**src/rtl/io_pmp.sv**
```systemverilog
// I/O PMP checker: SID->memory-domain mapping plus PMP-style entries gate DMA traffic.
// Configuration through a simple register port; denied accesses are captured in RCD.
package iopmp_pkg;
    typedef enum logic [1:0] {
        ACC_NONE  = 2'd0,
        ACC_READ  = 2'd1,
        ACC_WRITE = 2'd2,
        ACC_EXEC  = 2'd3
    } iopmp_access_t;
endpackage

module io_pmp #(
    parameter int unsigned PLEN              = 56,
    parameter int unsigned IOPMP_LEN         = 54,
    parameter int unsigned NR_MD             = 2,
    parameter int unsigned NR_ENTRIES_PER_MD = 8,
    parameter int unsigned NR_MASTERS        = 2,
    parameter int unsigned AXI_ADDR_WIDTH    = 32,
    parameter int unsigned AXI_DATA_WIDTH    = 64,
    parameter int unsigned AXI_ID_WIDTH      = 10,
    parameter logic [31:0] IOPMP_BASE        = 32'h5000_0000,
    localparam int unsigned SW = (NR_MASTERS > 1) ? $clog2(NR_MASTERS) : 1
) (
    input  logic                      clk_i,
    input  logic                      rst_i,
    input  logic [PLEN-1:0]           addr_i,
    input  logic [SW-1:0]             sid_i,
    input  logic [1:0]                access_type_i,
    input  logic [63:0]               data_i,
    output logic                      allow_transaction_o,
    input  logic [AXI_ADDR_WIDTH-1:0] address_cfg,
    input  logic                      en_cfg,
    input  logic                      we_cfg,
    input  logic [AXI_DATA_WIDTH-1:0] wdata_cfg,
    output logic [AXI_DATA_WIDTH-1:0] rdata_cfg
);
    import iopmp_pkg::*;

    localparam int unsigned NR_E = NR_MD * NR_ENTRIES_PER_MD;

    function automatic logic [AXI_ADDR_WIDTH-1:0] reg_off(int unsigned base, int unsigned idx,
                                                         int unsigned stride);
        return AXI_ADDR_WIDTH'(base + idx * stride);
    endfunction

    localparam logic [AXI_ADDR_WIDTH-1:0] OFF_CTL    = AXI_ADDR_WIDTH'(32'h000);
    localparam logic [AXI_ADDR_WIDTH-1:0] OFF_RCD    = AXI_ADDR_WIDTH'(32'h008);
    localparam logic [AXI_ADDR_WIDTH-1:0] OFF_MDMASK = AXI_ADDR_WIDTH'(32'h010);

    logic                  r_ctl_l;
    logic                  r_ctl_rcall;
    logic                  r_ctl_en;
    logic [31:0]           r_rcd;
    logic                  r_mdmask_l;
    logic [NR_MD-1:0]      r_mdmask;
    logic                  r_srcmd_l [NR_MASTERS];
    logic [NR_MD-1:0]      r_srcmd   [NR_MASTERS];
    logic [IOPMP_LEN-1:0]  r_addr    [NR_E];
    logic [7:0]            r_cfg     [NR_E];

    logic [AXI_ADDR_WIDTH-1:0] w_off;
    logic                      w_wr;
    logic                      w_rd;
    iopmp_access_t             w_acc;
    logic [IOPMP_LEN-1:0]      w_word;
    logic                      w_sid_ok;
    logic [NR_MD-1:0]          w_sid_md;
    logic [NR_MD-1:0]          w_frozen;
    logic [NR_E-1:0]           w_cand;
    logic [NR_E-1:0]           w_match;
    logic [NR_E-1:0]           w_perm;
    logic [NR_E-1:0]           w_hit;
    logic [NR_E-1:0]           w_first;
    logic                      w_scan_allow;
    logic                      w_record;
    logic                      w_unused;

    assign w_off    = address_cfg - AXI_ADDR_WIDTH'(IOPMP_BASE);
    assign w_wr     = en_cfg & we_cfg;
    assign w_rd     = en_cfg & ~we_cfg;
    assign w_acc    = iopmp_access_t'(access_type_i);
    assign w_word   = addr_i[PLEN-1:2];
    assign w_frozen = {NR_MD{r_mdmask_l}} & r_mdmask;
    assign w_unused = ^{data_i, addr_i[1:0], wdata_cfg, AXI_ID_WIDTH != 0};

    always_comb begin
        w_sid_ok = 1'b0;
        w_sid_md = '0;
        for (int unsigned s = 0; s < NR_MASTERS; s++) begin
            if (sid_i == SW'(s)) begin
                w_sid_ok = 1'b1;
                w_sid_md = r_srcmd[s];
            end
        end
    end

    for (genvar e = 0; e < NR_E; e++) begin : g_entry
        logic [IOPMP_LEN-1:0] w_lo;
        logic [IOPMP_LEN-1:0] w_care;
        if (e == 0) begin : g_first
            assign w_lo = '0;
        end else begin : g_prev
            assign w_lo = r_addr[e-1];
        end
        // NAPOT: the trailing-ones run plus the bit above it are don't-care positions
        assign w_care     = ~(r_addr[e] ^ (r_addr[e] + 1'b1));
        assign w_match[e] = (r_cfg[e][4:3] == 2'b01) ? ((w_word >= w_lo) && (w_word < r_addr[e])) :
                            (r_cfg[e][4:3] == 2'b10) ? (w_word == r_addr[e]) :
                            (r_cfg[e][4:3] == 2'b11) ? (((w_word ^ r_addr[e]) & w_care) == '0) :
                            1'b0;
        assign w_cand[e]  = w_sid_md[e / NR_ENTRIES_PER_MD];
        assign w_perm[e]  = (w_acc == ACC_READ)  ? r_cfg[e][0] :
                            (w_acc == ACC_WRITE) ? r_cfg[e][1] :
                            (w_acc == ACC_EXEC)  ? r_cfg[e][2] : 1'b0;
    end

    // Lowest-index matching candidate wins: isolate the least significant set bit
    assign w_hit        = w_cand & w_match;
    assign w_first      = w_hit & (~w_hit + NR_E'(1));
    assign w_scan_allow = |(w_first & w_perm);

    always_comb begin
        if (!r_ctl_en)
            allow_transaction_o = 1'b1;
        else if (w_acc == ACC_NONE || !w_sid_ok)
            allow_transaction_o = 1'b0;
        else
            allow_transaction_o = w_scan_allow;
    end

    assign w_record = r_ctl_en && (w_acc != ACC_NONE) && !allow_transaction_o;

    always_ff @(posedge clk_i) begin
        if (rst_i) begin
            r_ctl_l     <= 1'b0;
            r_ctl_rcall <= 1'b0;
            r_ctl_en    <= 1'b0;
            r_rcd       <= '0;
            r_mdmask_l  <= 1'b0;
            r_mdmask    <= '0;
            for (int unsigned s = 0; s < NR_MASTERS; s++) begin
                r_srcmd_l[s] <= 1'b0;
                r_srcmd[s]   <= '0;
            end
            for (int unsigned e = 0; e < NR_E; e++) begin
                r_addr[e] <= '0;
                r_cfg[e]  <= '0;
            end
        end else begin
            if (w_wr && (w_off == OFF_CTL) && !r_ctl_l) begin
                r_ctl_l     <= wdata_cfg[31];
                r_ctl_rcall <= wdata_cfg[30];
                r_ctl_en    <= wdata_cfg[0];
            end
            if (w_wr && (w_off == OFF_RCD))
                r_rcd <= '0;
            else if (w_record && (!r_rcd[31] || r_ctl_rcall))
                r_rcd <= {1'b1, 1'b0, access_type_i, 13'b0, w_acc == ACC_READ, 14'(sid_i)};
            if (w_wr && (w_off == OFF_MDMASK) && !r_mdmask_l) begin
                r_mdmask_l <= wdata_cfg[63];
                r_mdmask   <= wdata_cfg[NR_MD-1:0];
            end
            for (int unsigned s = 0; s < NR_MASTERS; s++) begin
                if (w_wr && (w_off == reg_off(32'h100, s, 8)) && !r_srcmd_l[s]) begin
                    r_srcmd_l[s] <= wdata_cfg[63];
                    r_srcmd[s]   <= (r_srcmd[s] & w_frozen) | (wdata_cfg[NR_MD-1:0] & ~w_frozen);
                end
            end
            for (int unsigned e = 0; e < NR_E; e++) begin
                if (w_wr && !r_cfg[e][7]) begin
                    if (w_off == reg_off(32'h400, e, 8))
                        r_addr[e] <= wdata_cfg[IOPMP_LEN-1:0];
                    if (w_off == reg_off(32'h800, e, 1))
                        r_cfg[e] <= wdata_cfg[7:0] & 8'h9F;
                end
            end
        end
    end

    always_comb begin
        rdata_cfg = '0;
        if (w_rd) begin
            if (w_off == OFF_CTL) begin
                rdata_cfg[31] = r_ctl_l;
                rdata_cfg[30] = r_ctl_rcall;
                rdata_cfg[0]  = r_ctl_en;
            end
            if (w_off == OFF_RCD)
                rdata_cfg[31:0] = r_rcd;
            if (w_off == OFF_MDMASK) begin
                rdata_cfg[63]        = r_mdmask_l;
                rdata_cfg[NR_MD-1:0] = r_mdmask;
            end
            for (int unsigned s = 0; s < NR_MASTERS; s++) begin
                if (w_off == reg_off(32'h100, s, 8)) begin
                    rdata_cfg[63]        = r_srcmd_l[s];
                    rdata_cfg[NR_MD-1:0] = r_srcmd[s];
                end
            end
            for (int unsigned e = 0; e < NR_E; e++) begin
                if (w_off == reg_off(32'h400, e, 8))
                    rdata_cfg[IOPMP_LEN-1:0] = r_addr[e];
                if (w_off == reg_off(32'h800, e, 1))
                    rdata_cfg[7:0] = r_cfg[e];
            end
        end
    end

endmodule

```
**config.mk**
```make
export PLATFORM = sky130hd
export DESIGN_NAME = io_pmp
export DESIGN_NICKNAME = d
export VERILOG_FILES = /design/src/rtl/io_pmp.sv
export SDC_FILE = /design/constraint.sdc
export NUM_CORES = 2
export LEC_CHECK = 0
export ABC_AREA = 1
export ABC_CLOCK_PERIOD_IN_PS = 25300
export BUFFER_PORTS_ARGS = -buffer_cell sky130_fd_sc_hd__buf_2
export CORE_ASPECT_RATIO = 0.5
export CORE_UTILIZATION = 45
export CTS_BUF_LIST = sky130_fd_sc_hd__clkbuf_8
export DETAILED_ROUTE_END_ITERATION = 6
export PLACE_DENSITY_LB_ADDON = 0.05
export SYNTH_ARGS = -nofsm -noshare
export SYNTH_HDL_FRONTEND = slang
export SYNTH_SLANG_ARGS = --single-unit
```
**constraint.sdc**
```tcl
create_clock -name clk_i -period 25.3 [get_ports clk_i]
set_input_delay 7.59 -clock clk_i [delete_from_list [all_inputs] [get_ports clk_i]]
set_output_delay 7.59 -clock clk_i [all_outputs]
set_load 0.03 [all_outputs]
```
Word level (Yosys, flattened, before mapping)
Memories as Yosys holds them, arrays and structs flattened.
Index checks and enable logic that the tools add are counted.
{"block": "op_classes", "shifts": 0, "eq_ne": 103, "n_reduce_logical": 88, "order_cmp": 32, "mux": 326, "div": 0, "bitwise_logic": 114, "addsub": 18, "multipliers": 0}
{"op": "two-way mux 54 bit", "n": 45}
{"op": "XOR 54 bit", "n": 32}
{"op": "adder 54 x 1 -> 54 bit, second input constant", "n": 16}
{"op": "AND 54 bit", "n": 16}
{"op": "== test 54 bit", "n": 16}
{"op": "zero test 54 bit", "n": 16}
{"op": "< comparator 54 bit", "n": 16}
{"op": "NOT 54 bit", "n": 16}
{"op": ">= comparator 54 bit", "n": 15}
{"op": "== test 32 x 11 -> 1 bit, second input constant", "n": 16}
{"op": "== test 32 x 12 -> 1 bit, second input constant", "n": 16}
{"op": "two-way mux 1 bit", "n": 241}
{"op": "two-way mux 8 bit", "n": 16}
{"op": "two-way mux 6 bit", "n": 16}
{"op": "== test 2 bit, second input constant", "n": 34}
{"op": "== test 32 x 9 -> 1 bit, second input constant", "n": 2}
{"op": ">= comparator 54 x 1 -> 1 bit, second input constant", "n": 1}
{"op": "AND 16 bit", "n": 3}
{"op": "logical AND 1 bit", "n": 44}
{"op": "OR 1 bit", "n": 36}
{"op": "== test 2 x 1 -> 1 bit, second input constant", "n": 17}
{"op": "== test 32 x 4 -> 1 bit, second input constant", "n": 1}
{"op": "== test 32 x 5 -> 1 bit, second input constant", "n": 1}
{"op": "zero test 32 bit", "n": 1}
{"op": "16 further kinds", "n": 48}
{"block": "word_totals", "rom_bits": 0, "output_inout_bits": 65, "memories": 4, "ram_bits": 966, "inputBits": 223, "latchBits": 0, "regBits": 11}
{"memory": "r_addr", "words": 16, "width": 54, "read_ports": 16, "rd_ports_with_merged_regs": 0, "write_ports": 16, "line": "58", "source": "logic [IOPMP_LEN-1:0] r_addr [NR_E];"}
{"memory": "r_cfg", "words": 16, "width": 6, "read_ports": 16, "rd_ports_with_merged_regs": 0, "write_ports": 16, "line": "59", "source": "logic [7:0] r_cfg [NR_E];"}
{"memory": "r_srcmd", "words": 2, "width": 2, "read_ports": 2, "rd_ports_with_merged_regs": 0, "write_ports": 2, "line": "57", "source": "logic [NR_MD-1:0] r_srcmd [NR_MASTERS];"}
{"memory": "r_srcmd_l", "words": 2, "width": 1, "read_ports": 2, "rd_ports_with_merged_regs": 0, "write_ports": 2, "line": "56", "source": "logic r_srcmd_l [NR_MASTERS];"}

Logic depth before layout (Yosys ltp)
{"block": "depth", "depth_word": 52, "mapped_depth": 44, "ltp_nobuf": 44}

Worst setup path before layout
OpenSTA, ideal clock, no wires.
{"block": "synth_path", "path_kind": "input -> output", "startpoint": "input port address_cfg[7]", "endpoint": "output port rdata_cfg[8]", "arrival_time_ns": 11.017, "slack_ns": 6.693, "cell_stages": 19, "required_time_ns": 17.710, "cell_sequence": "nor2_1 -> nand3_1 -> nor2_1 -> nand2_1 -> nor2_1 -> buf_2 -> buf_1 -> nand2_1 -> o311ai_0 -> o211ai_1 -> o211ai_1 -> o21ai_0 -> a21oi_1 -> o221ai_1 -> o211ai_1 -> o211ai_1 -> o2111ai_1 -> o211ai_1 -> a221oi_1"}
{"block": "synth_via", "elab_chain_cells": 31, "elab_cells_between_ends": 46, "classes_between": "1 x add/sub; 16 x eq/ne; 29 x mux"}
{"element": "start: declaration", "line": "31", "source": "input logic [AXI_ADDR_WIDTH-1:0] address_cfg,"}
{"element": "subtractor 32 x 31 -> 32 bit (*)", "line": "78", "source": "assign w_off = address_cfg - AXI_ADDR_WIDTH'(IOPMP_BASE);"}
{"element": "== test 32 x 11 -> 1 bit", "line": "201", "source": "if (w_off == reg_off(32'h400, e, 8))"}
{"element": "two-way mux 54 bit (2 in a row)", "line": "201"}
{"element": "two-way mux 54 bit", "line": "182", "source": "if (w_rd) begin"}
{"element": "two-way mux 54 bit", "line": "201"}
{"element": "two-way mux 54 bit", "line": "182"}
{"element": "two-way mux 54 bit", "line": "201"}
{"element": "two-way mux 54 bit", "line": "182"}
{"element": "(+13 left out)"}
{"element": "two-way mux 54 bit"}
{"element": "two-way mux 54 bit", "line": "201"}
{"element": "two-way mux 54 bit"}
{"element": "two-way mux 54 bit", "line": "201"}
{"element": "two-way mux 54 bit", "line": "182"}
{"element": "two-way mux 54 bit (2 in a row)", "line": "201"}
{"element": "two-way mux 54 bit (*)", "line": "201"}
{"element": "two-way mux 54 bit (*)", "line": "182"}
{"element": "end: declaration", "line": "35", "source": "output logic [AXI_DATA_WIDTH-1:0] rdata_cfg"}
Mark *: on every way between the ends. The rest lies on a longest branch, timed or not. The select of a mux whose other input is x is not followed.

Worst setup path after layout
{"block": "layout_path", "startpoint": "input port address_cfg[24]", "endpoint": "output port rdata_cfg[6]"}
{"block": "layout_via", "elab_chain_cells": 47, "elab_cells_between_ends": 78, "classes_between": "1 x add/sub; 32 x eq/ne; 45 x mux"}
{"element": "subtractor 32 x 31 -> 32 bit (*)", "line": "78"}
{"element": "== test 32 x 11 -> 1 bit", "line": "201"}
{"element": "two-way mux 54 bit", "line": "201"}
{"element": "two-way mux 8 bit", "line": "203", "source": "if (w_off == reg_off(32'h800, e, 1))"}
{"element": "two-way mux 54 bit", "line": "201"}
{"element": "two-way mux 54 bit", "line": "182"}
{"element": "two-way mux 8 bit", "line": "203"}
{"element": "two-way mux 54 bit", "line": "201"}
{"element": "(+31 left out)"}
{"element": "two-way mux 8 bit", "line": "203"}
{"element": "two-way mux 54 bit", "line": "201"}
{"element": "two-way mux 8 bit", "line": "203"}
{"element": "two-way mux 54 bit", "line": "201"}
{"element": "two-way mux 8 bit", "line": "203"}
{"element": "two-way mux 54 bit", "line": "201"}
{"element": "two-way mux 8 bit (*)", "line": "203"}
{"element": "two-way mux 54 bit (*)", "line": "182"}
Marks and branches as above.

==> out/results.txt <==
Outcome: complete, but fails checks
Violated checks: DRC
CP max FO: 9
Placer congestion estimate: 1.079
GRT Total Usage: 38.70%
Boundary Pins: 288
Unrepaired setup endpoints after global routing: no
Hold Startpoint: r_rcd[0]$_SDFFE_PP0P_
Asr flop ratio synth: 0%
Maximum clock frequency: 45.08 MHz
Per-cell routed wire length: 27.42 um
Worst Reg-to-Reg Cells: 29
Slew Limit Fails: 0
Clk buf depth: 4
GRT met1 Usage: 56.05%
Vias: 81,726
Pwr/cell area: 47.25 nW/um^2
Mapped Area: 81,170 um^2
Ys flop type: edfxtp_1
Drt pass-1 iters: 7
Largest net degree at the start of global routing: 89
Initial Util: 45.64%
Skew-Pair Late Insertion Delay: 0.95 ns
Critical setup path kind: input port to primary output
Minimum clock period: 22.18 ns
Hold path depth: 4
DRC violations left: 1
GR Layer Usage met2: 55.67%
Vias in the first global route: 74,988
Gr ovfl total: 0
CP arrival: 14.59 ns
Layout net count: 11,897
Final period util: 87.68%
Final critical-path setup slack: 3.117 ns
Die X: 602.6 um
Critical path launch point type: input port
Hold_buf cts: 0
Worst setup path startpoint: address_cfg[24]
Num Clock Sinks: 977
Worst-Margin Slew: 1.423 ns
Die H: 302.3 um
Root Driver: clkbuf_8
Post-DP HPWL: 298,800 um
Post-CTS sizing: 0
Dpl cell area: 85,460 um^2
Synth Area per Inst: 7.713 um^2
Synth cell types: 77
Worst R2R End: r_rcd[29]$_SDFFE_PP0P_
Num CTS Buffers: 171
H-tree depth: 4
Setup bufs post-CTS: 0
Most common cell after layout, fill and taps aside: inv_1
Die area: 182,200 um^2
Mapped Cells: 10,525
Placement Rows: 109
Reg-to-Reg Start: r_addr[0][1]$_SDFFCE_PN0P_
Core ar.: 177,800 um^2
CTS tree: yes
Clock Skews: 0.04366 ns
Post-synth EDFFs: 966
Final Hold Fails: 0
First-pass GRT wire length: 507,800 um
Final Instance Area: 88,500 um^2
Leak: 0.03715 uW
ANT nets after route: 0
Max Cap Violations: 0
Hold WS: 0.5239 ns
Sequential share of the synthesized area: 36.01%
Ys Warns: 0
Port-buffer cells: 203
FF-to-FF setup slack: 18.55 ns
Layout cells sized above 1: 6.975%
Via density per instance: 6.144
Final WL: 364,700 um
Area grow syn2layout: 9.022%
Peak supply drop: 0.04138 mV
Most frequent cells in the layout: 1,768 x inv_1, 1,484 x nand2_1, 1,369 x nor2_1
Min-Delay Endpoint: r_rcd[0]$_SDFFE_PP0P_
Final count of negative-setup-slack endpoints: 0
Setup TNS: 0 ns
Drt initial violations: 10,763
Met3 GRT Util: 8.622%
Setup WS pre-CTS: 3.669 ns
Hold Path Class: flop to flop
Max transition margin: 4.141%
Synth Register Bits: 977
Initial antenna violation count: 5
Reg clk slew, reported paths: 0.07 ns
Most used routing layer: met1
Setup crit end kind: primary output
Critical Path RT: 17.71 ns
-- report_power, final --
part	internal (uW)	switching [uW]	leakage, uW
clock network	699	741	0.00172
registers	1870	69.2	0.00982
logic	241	566	0.0256
total	2810	1380	0.0371
-- area by class of cell --
type                    instances  area [um^2]
fillers                     17879        89340
multi-input cells            7509        44470
flip-flops and latches        977        29230
inverters                    1796         6741
well taps                    2386         2985
clock buffers                 175         2409
repair buffers                339         2037
clock inverters               114        619.3
diodes                          5        12.51
-- critical path: stages --
cell	delay (ns)
buf_2	0.09
inv_1	0.04
nand2_1	0.04
nor2_1	0.11
nand2_1	0.09
inv_1	0.06
nand2_1	0.33
nor2_1	1.08
nand2_1	0.36
nor2_1	0.68
inv_1	0.33
nand2_1	0.18
a21oi_1	0.06
o21ai_0	0.16
o221ai_1	0.31
a21oi_1	0.31
o21ai_0	0.18
o21ai_0	0.36
a21oi_1	0.20
o211ai_1	0.34
a21oi_1	0.17
o211ai_1	0.27
a21oi_1	0.13
o21ai_0	0.37
a21oi_1	0.19
o21ai_0	0.18
a21oi_1	0.11
buf_2	0.23
-- sequential cells by signal (all words and copies together), names as in the netlist --
signal       cells
r_ctl_rcall      1
r_mdmask         2
r_cfg           96
r_addr         864
r_ctl_l          1
r_ctl_en         1
r_srcmd_l        2
r_rcd            5
r_mdmask_l       1
r_srcmd          4
-- cell families (layout without fill, tap and decap cells) --
logic type      count (synthesis)  count (layout)  share of synthesized area, %
simple gates                 4383            4383                         24.07
other cells                     1              14                      0.004620
compound gates               2229            2229                         16.75
xor+xnor                        8               8                       0.08632
fa+ha+maj                     880             880                         13.56
buf+inv                      2047            2424                         9.510
flops                         977             977                         36.01
-- per-stage QoR --
stage	total power, uW	utilization [%]	instances
3_3_place_gp	2739	48.05	13007
4_1_cts	4161	49.76	13296
6_report	4181	49.76	13301
5_1_grt	4335	49.76	13297
2_1_floorplan	2428	-	10533
3_5_place_dp	2744	48.05	13007
-- cells in the mapped netlist (27+ instances only) --
cell | count | area [um^2]
inv_1 | 1732 | 6501
nand2_1 | 1504 | 5645
nor2_1 | 1377 | 5169
edfxtp_1 | 966 | 29010
ha_1 | 880 | 11010
a21oi_1 | 718 | 3593
o21ai_0 | 650 | 3253
nor3_1 | 413 | 2067
nand3_1 | 379 | 1897
nor4_1 | 292 | 1827
nand4_1 | 243 | 1520
clkbuf_1 | 229 | 859.6
o221ai_1 | 133 | 1165
o211ai_1 | 127 | 953.4
o22ai_1 | 102 | 638.1
a31oi_1 | 97 | 606.8
a221oi_1 | 78 | 683.2
o2111ai_1 | 52 | 455.4
clkinv_1 | 48 | 180.2
a211oi_1 | 37 | 277.8
o21bai_1 | 35 | 262.8
o311ai_0 | 35 | 306.5
or2_2 | 34 | 212.7
a31o_2 | 27 | 236.5
-- worst max-delay path by stage --
stage / depth (start not counted) / slack, ns / to
3_5_place_dp: 28 / 3.67 / rdata_cfg[6]
4_1_cts: 28 / 3.66 / rdata_cfg[6]
3_3_place_gp: 28 / 3.76 / rdata_cfg[6]
2_1_floorplan: 19 / 6.69 / rdata_cfg[8]
5_1_grt: 28 / 3.06 / rdata_cfg[6]
6_report: 28 / 3.12 / rdata_cfg[6]
-- per-layer routing --
metal  vias to the layer above  share of wire [%]
li1                      37738                  -
met1                     38965                 44
met2                      4435                 40
met3                       588                 12
met4                         0                4.5
met5                         -                  0
Power figures use the tool's default switching activity.
